===== src/rtl/key_entry_buffer_if.sv =====
// Key entry bus: debounced key vector toward the buffer, edit-buffer state
// and per-event key information back toward the display side.
interface key_entry_buffer_if;
  logic [15:0] key_deb;
  logic [15:0] digits;
  logic [3:0]  digit_valid;
  logic [3:0]  key_code;
  logic        key_strobe;
  logic        overflow;

  modport master (output key_deb,
                  input  digits, digit_valid, key_code, key_strobe, overflow);
  modport slave  (input  key_deb,
                  output digits, digit_valid, key_code, key_strobe, overflow);
endinterface


===== src/rtl/key_entry_buffer.sv =====
// Key entry buffer: turns one-hot key presses into digit entry, backspace and
// clear edits on a 4-nibble register, with optional auto-repeat of a held key.
module key_entry_buffer #(
  parameter bit          REPEAT_EN  = 1'b1,
  parameter int unsigned REPEAT_DLY = 32'd25000000,
  parameter int unsigned REPEAT_PER = 32'd5000000,
  parameter logic [3:0]  BSP_CODE   = 4'd14,
  parameter logic [3:0]  CLR_CODE   = 4'd15,
  parameter bit          OVERWRITE  = 1'b0
) (
  input logic               clk,
  input logic               RSTn,
  key_entry_buffer_if.slave io_kb
);

  localparam int unsigned   HOLD_MAX = (REPEAT_DLY > REPEAT_PER) ? REPEAT_DLY : REPEAT_PER;
  localparam int            CW       = $clog2(HOLD_MAX);
  localparam logic [CW-1:0] HOLD_DLY = CW'(REPEAT_DLY - 32'd1);
  localparam logic [CW-1:0] HOLD_PER = CW'(REPEAT_PER - 32'd1);
  localparam logic [CW-1:0] HOLD_ONE = CW'(32'd1);
  localparam logic [CW-1:0] HOLD_ZERO = CW'(32'd0);

  typedef enum logic [1:0] {
    S_IDLE   = 2'd0,
    S_ACCEPT = 2'd1,
    S_HOLD   = 2'd2,
    S_BLOCK  = 2'd3
  } state_t;

  function automatic logic f_is_onehot(input logic [15:0] v);
    return (v != 16'h0000) && ((v & (v - 16'h0001)) == 16'h0000);
  endfunction

  function automatic logic [3:0] f_encode(input logic [15:0] v);
    logic [3:0] code;
    code = 4'h0;
    for (int i = 0; i < 16; i++) begin
      if (v[i]) begin
        code = 4'(i);
      end
    end
    return code;
  endfunction

  function automatic logic [3:0] f_thermo(input logic [2:0] fill);
    logic [3:0] mask;
    case (fill)
      3'd0:    mask = 4'b0000;
      3'd1:    mask = 4'b0001;
      3'd2:    mask = 4'b0011;
      3'd3:    mask = 4'b0111;
      default: mask = 4'b1111;
    endcase
    return mask;
  endfunction

  state_t        r_state, w_state_nxt;
  logic [15:0]   r_key_q;
  logic [15:0]   r_cap, w_cap_nxt;
  logic [3:0]    r_cap_code, w_cap_code_nxt;
  logic          r_rpt, w_rpt_nxt;
  logic [CW-1:0] r_hold, w_hold_nxt;
  logic [15:0]   r_digits, w_digits_nxt;
  logic [2:0]    r_fill, w_fill_nxt;
  logic [3:0]    r_valid;
  logic [3:0]    r_code, w_code_nxt;
  logic          r_strobe, w_strobe_nxt;
  logic          r_ovf, w_ovf_nxt;

  // Next-state and edit-action decode
  always_comb begin
    w_state_nxt    = r_state;
    w_cap_nxt      = r_cap;
    w_cap_code_nxt = r_cap_code;
    w_rpt_nxt      = r_rpt;
    w_hold_nxt     = r_hold;
    w_digits_nxt   = r_digits;
    w_fill_nxt     = r_fill;
    w_code_nxt     = r_code;
    w_strobe_nxt   = 1'b0;
    w_ovf_nxt      = 1'b0;
    case (r_state)
      S_IDLE: begin
        if (r_key_q == 16'h0000) begin
          w_state_nxt = S_IDLE;
        end else if (f_is_onehot(r_key_q)) begin
          w_cap_nxt      = r_key_q;
          w_cap_code_nxt = f_encode(r_key_q);
          w_rpt_nxt      = 1'b0;
          w_state_nxt    = S_ACCEPT;
        end else begin
          w_state_nxt = S_BLOCK;
        end
      end
      S_ACCEPT: begin
        w_state_nxt  = S_HOLD;
        w_strobe_nxt = 1'b1;
        w_code_nxt   = r_cap_code;
        w_hold_nxt   = r_rpt ? HOLD_PER : HOLD_DLY;
        if (r_cap_code == CLR_CODE) begin
          w_digits_nxt = 16'h0000;
          w_fill_nxt   = 3'd0;
        end else if (r_cap_code == BSP_CODE) begin
          if (r_fill != 3'd0) begin
            w_digits_nxt = {4'h0, r_digits[15:4]};
            w_fill_nxt   = r_fill - 3'd1;
          end else begin
            w_digits_nxt = r_digits;
          end
        end else if (r_fill < 3'd4) begin
          w_digits_nxt = {r_digits[11:0], r_cap_code};
          w_fill_nxt   = r_fill + 3'd1;
        end else if (OVERWRITE) begin
          w_digits_nxt = {r_digits[11:0], r_cap_code};
        end else begin
          w_ovf_nxt = 1'b1;
        end
      end
      S_HOLD: begin
        // Counter is checked at 1 so the repeat strobe lands exactly on the period.
        if (r_key_q == 16'h0000) begin
          w_state_nxt = S_IDLE;
        end else if (r_key_q != r_cap) begin
          w_state_nxt = S_BLOCK;
        end else if (REPEAT_EN && (r_hold == HOLD_ONE)) begin
          w_state_nxt = S_ACCEPT;
          w_rpt_nxt   = 1'b1;
        end else if (r_hold != HOLD_ZERO) begin
          w_hold_nxt = r_hold - HOLD_ONE;
        end else begin
          w_hold_nxt = HOLD_ZERO;
        end
      end
      S_BLOCK: begin
        if (r_key_q == 16'h0000) begin
          w_state_nxt = S_IDLE;
        end else begin
          w_state_nxt = S_BLOCK;
        end
      end
      default: begin
        w_state_nxt = S_IDLE;
      end
    endcase
  end

  // State, key sample and registered outputs
  always_ff @(posedge clk or negedge RSTn) begin
    if (!RSTn) begin
      r_state    <= S_IDLE;
      r_key_q    <= 16'h0000;
      r_cap      <= 16'h0000;
      r_cap_code <= 4'h0;
      r_rpt      <= 1'b0;
      r_hold     <= HOLD_ZERO;
      r_digits   <= 16'h0000;
      r_fill     <= 3'd0;
      r_valid    <= 4'b0000;
      r_code     <= 4'h0;
      r_strobe   <= 1'b0;
      r_ovf      <= 1'b0;
    end else begin
      r_state    <= w_state_nxt;
      r_key_q    <= io_kb.key_deb;
      r_cap      <= w_cap_nxt;
      r_cap_code <= w_cap_code_nxt;
      r_rpt      <= w_rpt_nxt;
      r_hold     <= w_hold_nxt;
      r_digits   <= w_digits_nxt;
      r_fill     <= w_fill_nxt;
      r_valid    <= f_thermo(w_fill_nxt);
      r_code     <= w_code_nxt;
      r_strobe   <= w_strobe_nxt;
      r_ovf      <= w_ovf_nxt;
    end
  end

  assign io_kb.digits      = r_digits;
  assign io_kb.digit_valid = r_valid;
  assign io_kb.key_code    = r_code;
  assign io_kb.key_strobe  = r_strobe;
  assign io_kb.overflow    = r_ovf;

endmodule


===== src/flat_wrapper.sv =====
// flat-port wrapper written by rule: the top's interface ports become plain ports
module key_entry_buffer_flat 
#(
  parameter bit          REPEAT_EN  = 1'b1,
  parameter int unsigned REPEAT_DLY = 32'd25000000,
  parameter int unsigned REPEAT_PER = 32'd5000000,
  parameter logic [3:0]  BSP_CODE   = 4'd14,
  parameter logic [3:0]  CLR_CODE   = 4'd15,
  parameter bit          OVERWRITE  = 1'b0
)
  (clk, RSTn, io_kb_key_deb, io_kb_digits, io_kb_digit_valid, io_kb_key_code, io_kb_key_strobe, io_kb_overflow);
  key_entry_buffer_if io_kb_i ();
  input logic clk;
  input logic RSTn;
  input wire logic [$bits(io_kb_i.key_deb)-1:0] io_kb_key_deb;
  output wire logic [$bits(io_kb_i.digits)-1:0] io_kb_digits;
  output wire logic [$bits(io_kb_i.digit_valid)-1:0] io_kb_digit_valid;
  output wire logic [$bits(io_kb_i.key_code)-1:0] io_kb_key_code;
  output wire logic [$bits(io_kb_i.key_strobe)-1:0] io_kb_key_strobe;
  output wire logic [$bits(io_kb_i.overflow)-1:0] io_kb_overflow;
  assign io_kb_i.key_deb = io_kb_key_deb;
  assign io_kb_digits = io_kb_i.digits;
  assign io_kb_digit_valid = io_kb_i.digit_valid;
  assign io_kb_key_code = io_kb_i.key_code;
  assign io_kb_key_strobe = io_kb_i.key_strobe;
  assign io_kb_overflow = io_kb_i.overflow;
  key_entry_buffer #(.REPEAT_EN(REPEAT_EN), .REPEAT_DLY(REPEAT_DLY), .REPEAT_PER(REPEAT_PER), .BSP_CODE(BSP_CODE), .CLR_CODE(CLR_CODE), .OVERWRITE(OVERWRITE)) u_core (.clk(clk), .RSTn(RSTn), .io_kb(io_kb_i));
endmodule

===== config.mk =====
export PLATFORM = sky130hd
export DESIGN_NAME = key_entry_buffer_flat
export DESIGN_NICKNAME = d
export VERILOG_FILES = /design/src/rtl/key_entry_buffer_if.sv /design/src/rtl/key_entry_buffer.sv /design/src/flat_wrapper.sv
export SDC_FILE = /design/constraint.sdc
export NUM_CORES = 1
export LEC_CHECK = 0
export ABC_AREA = 1
export CAP_MARGIN = 20
export CORE_ASPECT_RATIO = 1.1
export CORE_MARGIN = 5
export CORE_UTILIZATION = 25
export DETAILED_ROUTE_END_ITERATION = 16
export PLACE_DENSITY = 0.5
export SLEW_MARGIN = 15
export SYNTH_ARGS = -nofsm -noshare
export SYNTH_HDL_FRONTEND = slang
export SYNTH_SLANG_ARGS = --single-unit

===== constraint.sdc =====
create_clock -name clk -period 1.85 [get_ports clk]
set_input_delay 0.185 -clock clk [delete_from_list [all_inputs] [get_ports clk]]
set_output_delay 0.185 -clock clk [all_outputs]
set_load 0.05 [all_outputs]

==> summary.txt <==
Critical path
  • Slowest CP cell: dfrtp_1
  • CP startpoint: u_core.r_key_q[1]
  • Worst setup EP type: flop
  • R2R depth: 11
  • FF-to-FF End: u_core.r_hold[1]
  • Critical Path Fanout Max: 7
  • Reg-to-reg startpoint: u_core.r_key_q[1]
  • Arr. time, crit path: 2.09 ns
  • Critical Path Start Type: flop
  • Worst path most repeated cell: nand2_1
  • Reg2reg setup slack: 0.005 ns
  • Worst path max stage delay: 0.42 ns
  • Crit Path Category: flop to flop
  • Worst EP required: 2.10 ns
  • CP cell instances: buf_6 > xor2_1 > a21oi_1 > nand4_1 > nor2_2 > nand2_1 > nand2_2 > nand2_4 > clkbuf_16 > nand2_1 > nand2_1

Floorplanning
  • IO Pins: 44
  • Die W: 144 um
  • Rows: 54
  • Core Region: 19700 um2
  • Die height: 158 um
  • Initial core utilization: 25.2%
  • Die ar.: 22700 um2

Global route
  • Met1 GRT Util: 15.5%
  • Total grt overflow: 0
  • Largest net degree at the start of global routing: 94
  • Initial antenna violation count: 0
  • Most crowded layer after global routing: met2
  • Vias in the first global route: 4346
  • First-pass GRT wire length: 20900 um
  • M2 GR Usage: 17.7%
  • Gr usage total: 11.3%
  • GRT met3 Usage: 1.98%

Yosys
  • Syn Area/Cell: 7.48 um2
  • Mapped Cells: 661
  • Mapped Nets: 684
  • Synth Warn #: 0
  • EDFF count, synth: 0
  • Sequential share of the synthesized area: 47.1%
  • #FFs+latches synth: 93
  • Fraction of registers with async set/reset: 100%
  • Cell Area, Synth: 4950 um2
  • Synth unique cells: 35
  • Top_reg_cell synth: dfrtp_1

Placement
  • Cells after DPL: 1010
  • Pre-CTS setup slack: -0.00853 ns
  • Hpwl dp: 8790 um
  • Cell Area, Placed: 6180 um2
  • I/O Buffers: 43
  • GPL Wtd Cong: 0.827

STA
  • Final period util: 99.7%
  • Fin worst setup slack: 0.00469 ns
  • Final setup violation count: 0
  • Achievable clock frequency: 542 MHz
  • Worst-Margin Slew: 0.512 ns
  • Worst Skew: 0.00809 ns
  • Minimum clock period: 1.85 ns
  • Worst slew margin: 65.8%
  • Hold WS: 0.267 ns
  • Pins over their slew limit: 0
  • Fin. Hold Viols: 0
  • RSZ-0062 raised after global routing: yes

CTS
  • Worst skew pair latency: 0.35 ns
  • CTS Buffer Depth: 2
  • TritonCTS clock tree: built
  • CTS sink cnt: 93
  • Clock transition at path regs: 0.07 ns
  • H-tree levels: 3
  • Root buffer cell: clkbuf_16
  • CTS buffer count: 9

Power and ir drop
  • Pwr/cell area: 598 nW/um2
  • Leak: 3.42 nW
  • Switching power share of the total: 25.1%
  • Psw: 0.00103 W
  • Gate power share: 5.4%
  • VDD IR max: 0.000367 V
  • Pint: 0.00309 W
  • Clk pwr share: 44.2%
  • Share of total power in sequential cells: 50.4%

Finish
  • Nets@finish: 803
  • Layout area overhead: 39.4%
  • Non-Filler Instances: 1037
  • Final core utilization: 35.1%
  • Fin area: 6900 um2
  • Ant. Diodes: 0
  • Share of layout cells above drive strength 1: 22.2%

Worst hold path
  • WHS Endpoint: u_core.r_key_q[2]
  • Min-delay worst type: primary input to flop
  • HP Start: io_kb_key_deb[2]
  • Hold path cells: 1

Drt
  • DRT iter0 DRCs: 194
  • Pre-Repair DR Iteration Count: 4
  • Remaining antenna violation count: 0
  • Residual DRC: 0
  • Post-Route WL: 12900 um
  • Via count: 4455
  • Vias per Instance: 4.30
  • WL per Instance: 12.5 um

Outcome
  • Status: finished, final reports clean

Job
  • Max-cap violations: 0
-- registers in the layout, summed over array words and instances (netlist names) --
name and cells:
u_core.io_kb.key_code 4, u_core.r_cap 16, u_core.io_kb.overflow 1, u_core.io_kb.digits 16, u_core.r_state 2, u_core.r_rpt 1
u_core.io_kb.digit_valid 4, u_core.r_cap_code 4, u_core.r_key_q 16, u_core.io_kb.key_strobe 1, u_core.r_fill 3, u_core.r_hold 25
-- repair_timing --
action                                 4_1_cts  5_1_grt
gates cloned                                 0        6
buffers inserted                             0        4
gates resized for setup                      1       79
hold buffers                                 1        0
setup endpoints to repair                   25       48
pin swaps                                    0       11
endpoints found under the hold margin       93        0
-- layout by cell type (no fill, tap or decap), types with 2 or more instances in the layout --
| cell type | Yosys | routed |
|---|---|---|
| clkinv_1 | 2 | 2 |
| nor2_1 | 69 | 59 |
| clkbuf_16 | 0 | 14 |
| nor3_2 | 1 | 4 |
| ha_1 | 5 | 5 |
| nand4_1 | 8 | 8 |
| a21boi_0 | 2 | 2 |
| o22ai_1 | 4 | 4 |
| clkdlybuf4s50_1 | 0 | 42 |
| nor3_1 | 12 | 8 |
| nand3_2 | 1 | 2 |
| or2_1 | 2 | 2 |
| dfrtp_1 | 93 | 86 |
| nor2_2 | 9 | 11 |
| xnor2_1 | 5 | 5 |
| a21oi_1 | 11 | 9 |
| nand3b_1 | 2 | 2 |
| o21ai_0 | 38 | 36 |
| buf_4 | 0 | 65 |
| a31oi_1 | 3 | 3 |
| buf_6 | 3 | 5 |
| buf_12 | 0 | 5 |
| inv_1 | 67 | 67 |
| o31ai_1 | 4 | 4 |
| o21ai_1 | 18 | 17 |
| nor2_4 | 2 | 10 |
| inv_2 | 4 | 4 |
| nand2_2 | 3 | 29 |
| nand3_1 | 23 | 21 |
| nand2_4 | 0 | 5 |
| xor2_1 | 21 | 21 |
| nand2_1 | 231 | 200 |
| dfrtp_2 | 0 | 7 |
| o21ai_2 | 0 | 3 |
| inv_6 | 0 | 3 |
| a21oi_2 | 0 | 2 |
-- worst max path at each step --
stage	slack (ns)	endpoint	cells past startpoint
after floorplan	0.08	u_core.r_hold[22]	12
after global placement	-0.009	u_core.r_hold[21]	10
after detailed placement	-0.009	u_core.r_hold[4]	11
after CTS	0.006	u_core.r_cap_code[0]	13
after global routing	-0.15	u_core.r_hold[24]	11
final	0.005	u_core.r_hold[1]	11
-- critical path: cells and delay by family (launching register included) --
family | cells | cell delay (ns)
and+or+nand+nor | 7 | 0.70
buffers and inverters | 2 | 0.33
AOI/OAI and AO/OA | 1 | 0.13
xor gates and xnor gates | 1 | 0.15
DFF | 1 | 0.42
-- cell families (layout without fill, tap and decap cells) --
logic type,after synthesis,after routing,synth area share [%]
AO/OA/AOI/OAI,85,85,9.41
XOR/XNOR,26,26,4.60
adder cells (fa/ha/maj),5,5,1.26
buffers and inverters,88,212,7.29
flip-flops,93,93,47.1
AND/OR/NAND/NOR,364,364,30.4
-- layer usage --
layer,vias to the layer above,routed length [um]
met5,-,0
met4,0,274
met3,18,485
met2,66,5820
met1,2051,6340
li1,2320,-
-- layout make-up --
cell class                      count  area [um2]
Timing Repair Buffer              123        1200
Inverter                           73         274
Sequential cell                    93        2340
Clock buffer                       10         229
Multi-Input combinational cell    480        2490
Clock inverter                      6        53.8
Fill cell                        2075       12800
Tap cell                          252         315
-- cells in the mapped netlist, types with 3 or more instances --
cell type | instances | share of area [%]
nor2_2 | 9 | 1.1
nand4_1 | 8 | 1.0
a31oi_1 | 3 | 0.38
buf_2 | 6 | 0.61
clkbuf_1 | 6 | 0.46
xnor2_1 | 5 | 0.89
ha_1 | 5 | 1.3
a21oi_1 | 11 | 1.1
nand3_1 | 23 | 2.3
o31ai_1 | 4 | 0.61
nand2_2 | 3 | 0.38
dfrtp_1 | 93 | 47
inv_2 | 4 | 0.30
o21ai_1 | 18 | 1.8
buf_6 | 3 | 0.68
nor2_1 | 69 | 5.2
o21ai_0 | 38 | 3.8
nand2_1 | 231 | 18
inv_1 | 67 | 5.1
nor3_1 | 12 | 1.2
xor2_1 | 21 | 3.7
o22ai_1 | 4 | 0.51
-- stage by stage --
step / setup TNS, ns / power (W)
floorplan: 0 / 0.00219
global placement: -0.0303 / 0.00233
detailed placement: -0.0336 / 0.00233
CTS: 0 / 0.00419
global route: -4.83 / 0.00432
finish: 0 / 0.00412
-- power by group through the flow --
stage | logic, W | clock network [W] | registers [W]
after floorplan | 0.0000769 | 0 | 0.00211
after global routing | 0.000255 | 0.00199 | 0.00208
after global placement | 0.000213 | 0 | 0.00211
after detailed placement | 0.000212 | 0 | 0.00211
final | 0.000222 | 0.00182 | 0.00208
after CTS | 0.000215 | 0.00190 | 0.00207
Note: power is estimated with default switching activity, not from simulation.
